<file path="config.mk">
export PLATFORM = sky130hd
export DESIGN_NAME = imm_gen_stage_flat
export DESIGN_NICKNAME = d
export VERILOG_FILES = /design/src/rtl/imm_gen_stage_pkg.sv /design/src/rtl/imm_gen_stage_if.sv /design/src/rtl/imm_gen_stage_decode.sv /design/src/rtl/imm_gen_stage.sv /design/src/flat_wrapper.sv
export SDC_FILE = /design/constraint.sdc
export NUM_CORES = 1
export LEC_CHECK = 0
export ABC_AREA = 1
export CAP_MARGIN = 5
export CELL_PAD_IN_SITES_DETAIL_PLACEMENT = 0
export CELL_PAD_IN_SITES_GLOBAL_PLACEMENT = 2
export CORE_ASPECT_RATIO = 1.4
export CORE_MARGIN = 5
export CORE_UTILIZATION = 33
export CTS_BUF_LIST = sky130_fd_sc_hd__clkbuf_4
export DETAILED_ROUTE_END_ITERATION = 10
export DONT_BUFFER_PORTS = 1
export PLACE_DENSITY = 0.76
export SYNTH_ARGS = -nofsm -noshare
export SYNTH_HDL_FRONTEND = slang
export SYNTH_HIERARCHICAL = 1
export SYNTH_SLANG_ARGS = --single-unit
</file>
<file path="constraint.sdc">
create_clock -name clk -period 4.8 [get_ports clk]
set_input_delay 0.96 -clock clk [delete_from_list [all_inputs] [get_ports clk]]
set_output_delay 0.96 -clock clk [all_outputs]
set_load 0.03 [all_outputs]
</file>
<file path="src/rtl/imm_gen_stage_pkg.sv">
// Shared definitions for the immediate generator stage: format codes, FSM states, XLEN check.
// Compressed codes (IMM_CI..IMM_CB) only decode when IMM_GEN_RVC_EN is defined.
package imm_gen_stage_pkg;

    localparam logic [3:0] IMM_I   = 4'b0000;
    localparam logic [3:0] IMM_S   = 4'b0001;
    localparam logic [3:0] IMM_B   = 4'b0010;
    localparam logic [3:0] IMM_U   = 4'b0011;
    localparam logic [3:0] IMM_J   = 4'b0100;
    localparam logic [3:0] IMM_Z   = 4'b0101;
    localparam logic [3:0] IMM_SH  = 4'b0110;
    localparam logic [3:0] IMM_CI  = 4'b1000;
    localparam logic [3:0] IMM_CL  = 4'b1001;
    localparam logic [3:0] IMM_CIW = 4'b1010;
    localparam logic [3:0] IMM_CJ  = 4'b1011;
    localparam logic [3:0] IMM_CB  = 4'b1100;

    typedef enum logic [1:0] {
        ST_EMPTY = 2'd0,
        ST_ONE   = 2'd1,
        ST_TWO   = 2'd2
    } stage_state_e;

    function automatic bit xlen_ok(input int unsigned xlen);
        return (xlen == 32) || (xlen == 64);
    endfunction

endpackage

</file>
<file path="src/rtl/imm_gen_stage_if.sv">
// Decode-side and execute-side handshake bundle of the immediate generator stage.
// master = producer/consumer environment, slave = the stage itself.
interface imm_gen_stage_if #(
    parameter int XLEN  = 32,
    parameter int TAG_W = 32
);
    logic             InValid;
    logic             InReady;
    logic [31:0]      Instr;
    logic [3:0]       ImmSrc;
    logic [TAG_W-1:0] InTag;
    logic             OutValid;
    logic             OutReady;
    logic [XLEN-1:0]  ImmExt;
    logic [TAG_W-1:0] OutTag;
    logic             ImmErr;

    modport master (
        output InValid, Instr, ImmSrc, InTag, OutReady,
        input  InReady, OutValid, ImmExt, OutTag, ImmErr
    );

    modport slave (
        input  InValid, Instr, ImmSrc, InTag, OutReady,
        output InReady, OutValid, ImmExt, OutTag, ImmErr
    );
endinterface

</file>
<file path="src/rtl/imm_gen_stage_decode.sv">
// Combinational immediate decoder: builds a 32-bit immediate, then sign-extends to XLEN.
// Compressed formats are decoded only when IMM_GEN_RVC_EN is defined.
module imm_gen_stage_decode
    import imm_gen_stage_pkg::*;
#(
    parameter int XLEN = 32
) (
    input  logic [31:0]     i_instr,
    input  logic [3:0]      i_imm_src,
    output logic [XLEN-1:0] o_imm_ext,
    output logic            o_imm_err
);
    logic [31:0] w_imm32;
    logic        w_err;
    logic        w_unused_opcode;

    assign w_unused_opcode = ^i_instr[6:0];

    // Zero-extended formats keep bit 31 clear, so one sign-extension covers every format.
    always_comb begin
        w_imm32 = '0;
        w_err   = 1'b0;
        case (i_imm_src)
            IMM_I:  w_imm32 = {{20{i_instr[31]}}, i_instr[31:20]};
            IMM_S:  w_imm32 = {{20{i_instr[31]}}, i_instr[31:25], i_instr[11:7]};
            IMM_B:  w_imm32 = {{19{i_instr[31]}}, i_instr[31], i_instr[7], i_instr[30:25],
                               i_instr[11:8], 1'b0};
            IMM_U:  w_imm32 = {i_instr[31:12], 12'b0};
            IMM_J:  w_imm32 = {{11{i_instr[31]}}, i_instr[31], i_instr[19:12], i_instr[20],
                               i_instr[30:21], 1'b0};
            IMM_Z:  w_imm32 = {27'b0, i_instr[19:15]};
            IMM_SH: w_imm32 = (XLEN == 64) ? {26'b0, i_instr[25:20]} : {27'b0, i_instr[24:20]};
`ifdef IMM_GEN_RVC_EN
            IMM_CI:  w_imm32 = {{26{i_instr[12]}}, i_instr[12], i_instr[6:2]};
            IMM_CL:  w_imm32 = {25'b0, i_instr[5], i_instr[12:10], i_instr[6], 2'b0};
            IMM_CIW: w_imm32 = {22'b0, i_instr[10:7], i_instr[12:11], i_instr[5], i_instr[6], 2'b0};
            IMM_CJ:  w_imm32 = {{20{i_instr[12]}}, i_instr[12], i_instr[8], i_instr[10:9],
                                i_instr[6], i_instr[7], i_instr[2], i_instr[11], i_instr[5:3], 1'b0};
            IMM_CB:  w_imm32 = {{23{i_instr[12]}}, i_instr[12], i_instr[6:5], i_instr[2],
                                i_instr[11:10], i_instr[4:3], 1'b0};
`endif
            default: w_err = 1'b1;
        endcase
    end

    assign o_imm_ext[31:0] = w_imm32;
    assign o_imm_err       = w_err;

    if (XLEN > 32) begin : g_ext
        assign o_imm_ext[XLEN-1:32] = {(XLEN-32){w_imm32[31]}};
    end

endmodule

</file>
<file path="src/rtl/imm_gen_stage.sv">
// Registered immediate generator with a 2-entry (output + skid) lossless handshake buffer.
// Optional compressed formats: define IMM_GEN_RVC_EN (handled in imm_gen_stage_decode).
module imm_gen_stage
    import imm_gen_stage_pkg::*;
#(
    parameter int XLEN  = 32,
    parameter int TAG_W = 32
) (
    input logic              clk,
    input logic              rst,
    input logic              flush,
    imm_gen_stage_if.slave   bus
);
    if (!xlen_ok(XLEN)) begin : g_bad_xlen
        $error("imm_gen_stage: XLEN must be 32 or 64");
    end

    stage_state_e     r_state;
    stage_state_e     w_state_nxt;
    logic             r_in_ready;
    logic             r_out_valid;
    logic [XLEN-1:0]  r_out_imm;
    logic [XLEN-1:0]  r_skid_imm;
    logic [XLEN-1:0]  w_dec_imm;
    logic             r_out_err;
    logic             r_skid_err;
    logic             w_dec_err;
    logic [TAG_W-1:0] r_out_tag;
    logic [TAG_W-1:0] r_skid_tag;
    logic             w_in_fire;
    logic             w_out_fire;
    logic             w_load_in;
    logic             w_load_skid;
    logic             w_load_from_skid;

    imm_gen_stage_decode #(.XLEN(XLEN)) u_decode (
        .i_instr   (bus.Instr),
        .i_imm_src (bus.ImmSrc),
        .o_imm_ext (w_dec_imm),
        .o_imm_err (w_dec_err)
    );

    assign w_in_fire  = bus.InValid && r_in_ready;
    assign w_out_fire = r_out_valid && bus.OutReady;

    always_comb begin
        w_state_nxt      = r_state;
        w_load_in        = 1'b0;
        w_load_skid      = 1'b0;
        w_load_from_skid = 1'b0;
        if (flush) begin
            w_state_nxt = ST_EMPTY;
        end else begin
            case (r_state)
                ST_EMPTY: begin
                    if (w_in_fire) begin
                        w_state_nxt = ST_ONE;
                        w_load_in   = 1'b1;
                    end
                end
                ST_ONE: begin
                    if (w_in_fire && w_out_fire) begin
                        w_load_in = 1'b1;
                    end else if (w_in_fire) begin
                        w_state_nxt = ST_TWO;
                        w_load_skid = 1'b1;
                    end else if (w_out_fire) begin
                        w_state_nxt = ST_EMPTY;
                    end
                end
                ST_TWO: begin
                    if (w_out_fire) begin
                        w_state_nxt      = ST_ONE;
                        w_load_from_skid = 1'b1;
                    end
                end
                default: w_state_nxt = ST_EMPTY;
            endcase
        end
    end

    // Ready/valid are registered copies of the next state so no comb path reaches InReady.
    always_ff @(posedge clk or posedge rst) begin
        if (rst) begin
            r_state     <= ST_EMPTY;
            r_in_ready  <= 1'b1;
            r_out_valid <= 1'b0;
        end else begin
            r_state     <= w_state_nxt;
            r_in_ready  <= (w_state_nxt != ST_TWO);
            r_out_valid <= (w_state_nxt != ST_EMPTY);
        end
    end

    always_ff @(posedge clk or posedge rst) begin
        if (rst) begin
            r_out_imm  <= '0;
            r_out_err  <= 1'b0;
            r_out_tag  <= '0;
            r_skid_imm <= '0;
            r_skid_err <= 1'b0;
            r_skid_tag <= '0;
        end else begin
            if (w_load_in) begin
                r_out_imm <= w_dec_imm;
                r_out_err <= w_dec_err;
                r_out_tag <= bus.InTag;
            end else if (w_load_from_skid) begin
                r_out_imm <= r_skid_imm;
                r_out_err <= r_skid_err;
                r_out_tag <= r_skid_tag;
            end
            if (w_load_skid) begin
                r_skid_imm <= w_dec_imm;
                r_skid_err <= w_dec_err;
                r_skid_tag <= bus.InTag;
            end
        end
    end

    assign bus.InReady  = r_in_ready;
    assign bus.OutValid = r_out_valid;
    assign bus.ImmExt   = r_out_imm;
    assign bus.OutTag   = r_out_tag;
    assign bus.ImmErr   = r_out_err;

endmodule
</file>
<file path="src/flat_wrapper.sv">
// flat-port wrapper written by rule: the top's interface ports become plain ports
module imm_gen_stage_flat import imm_gen_stage_pkg::*;
#(
    parameter int XLEN  = 32,
    parameter int TAG_W = 32
)
  (clk, rst, flush, bus_InValid, bus_Instr, bus_ImmSrc, bus_InTag, bus_OutReady, bus_InReady, bus_OutValid, bus_ImmExt, bus_OutTag, bus_ImmErr);
  imm_gen_stage_if #(.XLEN(XLEN), .TAG_W(TAG_W)) bus_i ();
  input logic clk;
  input logic rst;
  input logic flush;
  input wire logic [$bits(bus_i.InValid)-1:0] bus_InValid;
  input wire logic [$bits(bus_i.Instr)-1:0] bus_Instr;
  input wire logic [$bits(bus_i.ImmSrc)-1:0] bus_ImmSrc;
  input wire logic [$bits(bus_i.InTag)-1:0] bus_InTag;
  input wire logic [$bits(bus_i.OutReady)-1:0] bus_OutReady;
  output wire logic [$bits(bus_i.InReady)-1:0] bus_InReady;
  output wire logic [$bits(bus_i.OutValid)-1:0] bus_OutValid;
  output wire logic [$bits(bus_i.ImmExt)-1:0] bus_ImmExt;
  output wire logic [$bits(bus_i.OutTag)-1:0] bus_OutTag;
  output wire logic [$bits(bus_i.ImmErr)-1:0] bus_ImmErr;
  assign bus_i.InValid = bus_InValid;
  assign bus_i.Instr = bus_Instr;
  assign bus_i.ImmSrc = bus_ImmSrc;
  assign bus_i.InTag = bus_InTag;
  assign bus_i.OutReady = bus_OutReady;
  assign bus_InReady = bus_i.InReady;
  assign bus_OutValid = bus_i.OutValid;
  assign bus_ImmExt = bus_i.ImmExt;
  assign bus_OutTag = bus_i.OutTag;
  assign bus_ImmErr = bus_i.ImmErr;
  imm_gen_stage #(.XLEN(XLEN), .TAG_W(TAG_W)) u_core (.clk(clk), .rst(rst), .flush(flush), .bus(bus_i));
endmodule
</file>
Word level (Yosys, flattened, before mapping)
Index checks and enable logic that the tools add are counted.

Eq/ne operators: 9. Multiplexer cells: 25. Reduce and logical (&&, ||, !) cells: 8.

Operators with widths (number): 32-bit one-hot mux with 7 select lines (1); 32-bit 2-to-1 mux (4); 4-bit by 3-bit equality test with 1-bit output (second input constant) (3); 1-bit 2-to-1 mux (12); 2-bit 2-to-1 mux (6); 4-bit by 2-bit equality test with 1-bit output (second input constant) (2); 7-bit OR reduction (1); 2-bit one-hot mux with 3 select lines (1); 4-bit by 1-bit equality test with 1-bit output (second input constant) (1); 4-bit logical NOT (1); 2-bit nonzero test (2); 1-bit logical AND (3); 2-bit by 1-bit equality test with 1-bit output (second input constant) (1); 2-bit equality test (second input constant) (1); 2-bit logical NOT (1); 2-bit inequality test (second input constant) (1); 1-bit one-hot mux with 2 select lines (1).

Bits in registers: 134. Bits of input ports: 73. Output and inout bits: 67. Logic and storage cells: 51.

Logic depth before layout (Yosys ltp)
Depth in word-level cells: 7. Depth in mapped cells: 11. Depth with buffers taken out: 10.

Cells and area by module
Netlist, hierarchy kept.

Modules (own cells, without submodules): imm_gen_stage (times used 1, cells an instance 886, area an instance 6737.7 um2, seq. area each 3354.5 um2); imm_gen_stage_decode (times used 1, cells an instance 113, area an instance 556.8 um2, seq. area each 0.0 um2).

Worst setup path before layout
Ideal clock, no wire load.

Path kind: input-to-reg. Start point: input port bus_ImmSrc[1]. End point: register u_core.r_out_imm[12], in the netlist u_core/bus.ImmExt[12]. Library setup time: 117 ps. Data arrival time: 1748 ps. Required time: 4683 ps. Slack: 2935 ps. Stages: 10. Path buffers: 0. Path through: nand2_1 > clkinv_2 > nand2_4 > nand2_4 > nand2_1 > nand2_1 > inv_1 > nand4_1 > nand2_1 > nand2_1.

Longest elaborated chain between the ends: 3. Elaborated cells between the ends (all ways): 9. Classes of those cells: 6 x eq/ne; 2 x mux; 1 x reduce/logical.

RTL lines: start, declared (line flat_wrapper.sv:14) `input wire logic [$bits(bus_i.ImmSrc)-1:0] bus_ImmSrc;`; 4-bit by 3-bit equality test with 1-bit output, or another cell as far along (line imm_gen_stage_decode.sv:23) `case (i_imm_src)`; 32-bit one-hot mux with 7 select lines * (line imm_gen_stage_decode.sv:23); via u_core.w_dec_imm[12] (line imm_gen_stage.sv:24) `logic [XLEN-1:0] w_dec_imm;`; 32-bit 2-to-1 mux * (line imm_gen_stage.sv:104) `if (w_load_in) begin`; end signal, assigned (line imm_gen_stage.sv:105) `r_out_imm <= w_dec_imm;`; end signal, assigned (line imm_gen_stage.sv:109) `r_out_imm <= r_skid_imm;`; end, declared (line imm_gen_stage.sv:22) `logic [XLEN-1:0] r_out_imm;`.

The timed path passes the listed nets; every way through them passes the cells marked *. A chain may end at the register's enable or synchronous reset.

Worst setup path in the final report
Start point: register u_core.r_out_valid, in the netlist u_core/bus.OutValid. End point: register u_core.r_out_tag[7], in the netlist u_core/bus.OutTag[7].

Longest elaborated chain between the ends: 6. Elaborated cells between the ends (all ways): 10. Classes of those cells: 7 x mux; 3 x reduce/logical.

RTL lines: start, declared (line imm_gen_stage.sv:21) `logic r_out_valid;`; start signal, assigned (line imm_gen_stage.sv:91) `r_out_valid <= (w_state_nxt != ST_EMPTY);`; 1-bit logical AND * (line imm_gen_stage.sv:44) `assign w_out_fire = r_out_valid && bus.OutReady;`; 1-bit logical AND (line imm_gen_stage.sv:62) `if (w_in_fire && w_out_fire) begin`; 1-bit 2-to-1 mux (line imm_gen_stage.sv:62); 1-bit one-hot mux with 2 select lines (line imm_gen_stage.sv:54) `case (r_state)`; 1-bit 2-to-1 mux (line imm_gen_stage.sv:51) `if (flush) begin`; 32-bit 2-to-1 mux or 2-bit nonzero test (tied branches); end signal, assigned (line imm_gen_stage.sv:107) `r_out_tag <= bus.InTag;`; end signal, assigned (line imm_gen_stage.sv:111) `r_out_tag <= r_skid_tag;`; end, declared (line imm_gen_stage.sv:28) `logic [TAG_W-1:0] r_out_tag;`.

Every way passes the cells marked *; elsewhere a longest branch is shown, timed or not.

==> impl_metrics.json <==
{
  "outcome": "completed",
  "design.final.nets": 1025,
  "fp-row-count": 64,
  "utilization_pct": 34.9,
  "ctsLongestPathBuffers": 2,
  "synth_seq_cells": 134,
  "htree_levels": 4,
  "cts.reportedPaths.clkPinSlew_ns": 0.12,
  "dp_hpwl_um": 13500,
  "clk_root_buffer_cell": "clkbuf_4",
  "cts.sink_count": 134,
  "cts_post_setup_buffers_inserted": 0,
  "synth.most_common_cell": "nand2_1",
  "detail-route-antenna-nets": 0,
  "worst-endpoint-required_ns": 5.27,
  "cts_made_buffers": 17,
  "largest_net_degree_at_the_start_of_global_routing": 86,
  "post_synth_edffs": 0,
  "first_global_vias": 6180,
  "layout-area-overhead-vs-synth_pct": 4.68,
  "synth.cell_area_mm2": 0.00729,
  "synth-warning-count": 6,
  "highest_attainable_clock_frequency_mhz": 358,
  "postSynth.topFlopCell": "dfrtp_1",
  "antenna_found_initial": 1,
  "path_cells": "nand2_1 > nand2_2 > nand3_4 > buf_4 > nand2_1 > nand2_1 > nand2_1",
  "relSlewSlack_pct": 38.8,
  "io_buffer_count": 0,
  "wl_met1_um": 9440,
  "wl_met3_um": 1300,
  "power_density_mw_per_mm2": 542,
  "postCtsResizedCells": 0,
  "timing.final.crit_share_pct": 58.2,
  "cpPeakStageDelay_ns": 0.60,
  "track_usage_pct": 18.4,
  "detail_route.wl_per_cell_um": 18.3,
  "grt_setup_unrepaired": "false",
  "slowest_stage": "nand3_4",
  "detail_route.iter0.violations": 475,
  "drtPass1Iterations": 5,
  "synth.lib_cells_used.distinct": 25,
  "netlist_top_cells_area": "dfrtp_1, nand2_1, nand4_1",
  "synthTopCellsByCount": "nand2_1, dfrtp_1, nand4_1",
  "detailroute.via_count": 6447,
  "highest-signal-layer": "met4",
  "synthCells": 999,
  "layout_min_cycle_time_ns": 2.79,
  "power.leakage_nw": 4.11,
  "setup_viol": 0,
  "maximum_clock_skew_at_final_layout_ns": 0.0146,
  "maximum_fanout_along_the_worst_path": 47,
  "share_of_the_synthesized_area_in_the_top_cell_type_pct": 45.6,
  "dieWidth_um": 136,
  "initial_core_util_pct": 33.4,
  "die_outline_area_mm2": 0.0252,
  "slew_at_the_pin_closest_to_its_max_slew_limit_ns": 0.918,
  "synth.net_count": 1072,
  "start_kind": "register",
  "die-height_um": 186,
  "drcViolationCount": 0,
  "vdd_ir_drop_max_mv": 0.200,
  "cap_viol_max_count": 0,
  "grt_remaining_overflow": 0,
  "cpMostUsedCell": "nand2_1",
  "synth.avg_cell_area_um2": 7.30,
  "drive_above_1_share_pct": 7.46,
  "ys_async_sr_fraction_pct": 100,
  "setup-tns-final_ns": 0,
  "register_to_register_setup_slack_ns": 2.01,
  "global_route_wire_length_before_repair_um": 36100,
  "route.met2.wl_um": 11900,
  "cts_hold_buf": 0,
  "routed_wirelength_um": 23100,
  "worstPathArrival_ns": 3.27,
  "hp-class": "input port to asynchronous set/reset pin",
  "floorplan.core_area_mm2": 0.0219,
  "portion_of_the_post_synthesis_area_used_by_sequential_elements_pct": 46.0,
  "cp_top_family": "simple AND/OR/NAND/NOR gates",
  "num-fill-cells": 2438,
  "final-max-slew-violation-count": 0,
  "tritoncts": "built",
  "timing.critical_path.buf_inv": 1,
  "netlist.top_cell.by_area": "dfrtp_1",
  "top_level_port_count": 140,
  "critical_path.endpoint_type": "register",
  "hold_viol_final": 0,
  "worst-setup-path-type": "register to register",
  "clk-insertion-delay-late_ns": 0.58,
  "routabilityCongestion": 0.725,
  "post_drt_via_cell_ratio": 5.10
}
-- cells in the final DEF (no fill, tap or decap) --
cell type	count
nand2_1	434
nor2b_1	1
bufinv_16	2
nor2_1	19
clkinv_4	2
a31oi_1	1
nand3_4	2
o21ai_2	6
o21ai_0	3
diode_2	1
nand3_1	83
dfrtp_1	132
nor2_4	5
nor2_2	2
nand4_1	131
inv_2	2
o211ai_1	1
nand2_2	4
clkinv_2	5
nand3_2	1
dfrtp_2	1
a21oi_1	2
dfstp_2	1
clkinv_1	3
inv_6	1
inv_1	83
buf_4	15
clkinvlp_4	4
clkbuf_4	17
nand2_4	2
-- state kept, by name (all words and copies together), names as in the netlist --
register / cells
u_core/bus.ImmErr: 1
u_core/bus.ImmExt: 32
u_core/bus.InReady: 1
u_core/bus.OutTag: 32
u_core/bus.OutValid: 1
u_core/r_skid_err: 1
u_core/r_skid_imm: 32
u_core/r_skid_tag: 32
u_core/r_state: 2
-- final cells by class --
type | instances | area (um^2) | area share, %
Inverter | 87 | 333 | 4.36
Multi-Input combinational cell | 697 | 3190 | 41.8
Clock buffer | 17 | 128 | 1.67
Clock inverter | 15 | 139 | 1.82
Antenna cell | 1 | 2.50 | 0.0328
Timing Repair Buffer | 15 | 113 | 1.47
Sequential cell | 134 | 3360 | 43.9
Tap cell | 297 | 372 | 4.87
-- final timing paths --
kind	from	to	cells after the start
min in group clk	u_core/r_skid_imm[21]	u_core/r_skid_imm[21]	2
worst min register to register	u_core/r_skid_imm[21]	u_core/r_skid_imm[21]	2
worst max register to register	u_core/bus.OutValid	u_core/bus.OutTag[7]	7
worst max-delay path	u_core/bus.OutValid	u_core/bus.OutTag[7]	7
max in group asynchronous	rst	u_core/r_skid_tag[27]	2
worst min-delay path	rst	u_core/bus.OutTag[8]	1
-- per-stage QoR --
step | std cells | hold slack [ns] | setup slack (ns) | area (um^2) | power [mW]
floorplan | 999 | 0.442 | 0.259 | 7290 | 3.14
global placement | 1230 | 0.453 | 1.58 | 7370 | 3.43
detailed placement | 1230 | 0.458 | 1.59 | 7370 | 3.45
CTS | 1262 | 0.392 | 1.99 | 7630 | 4.21
global route | 1263 | 0.402 | 1.82 | 7640 | 4.43
finish | 1263 | 0.402 | 2.01 | 7640 | 4.14
-- per-layer routing --
metal,track usage (%),up-vias
li1,-,3131
met5,0,-
met2,31.6,171
met3,4.33,23
met1,23.1,3122
met4,5.32,0
-- cell families (layout without fill, tap and decap cells) --
family | Yosys count | count (layout) | share of synthesized area [%]
and+or+nand+nor | 684 | 684 | 42.1
buffers and inverters | 168 | 134 | 10.6
DFF | 134 | 134 | 46.0
AOI/OAI and AO/OA | 13 | 13 | 1.25
other | 0 | 1 | 0
-- where the power goes --
| group | switching [mW] | internal (mW) | total, mW |
|---|---|---|---|
| Clock | 0.447 | 0.299 | 0.747 |
| Sequential | 0.878 | 1.60 | 2.48 |
| Combinational | 0.609 | 0.299 | 0.908 |
Power figures use the tool's default switching activity.
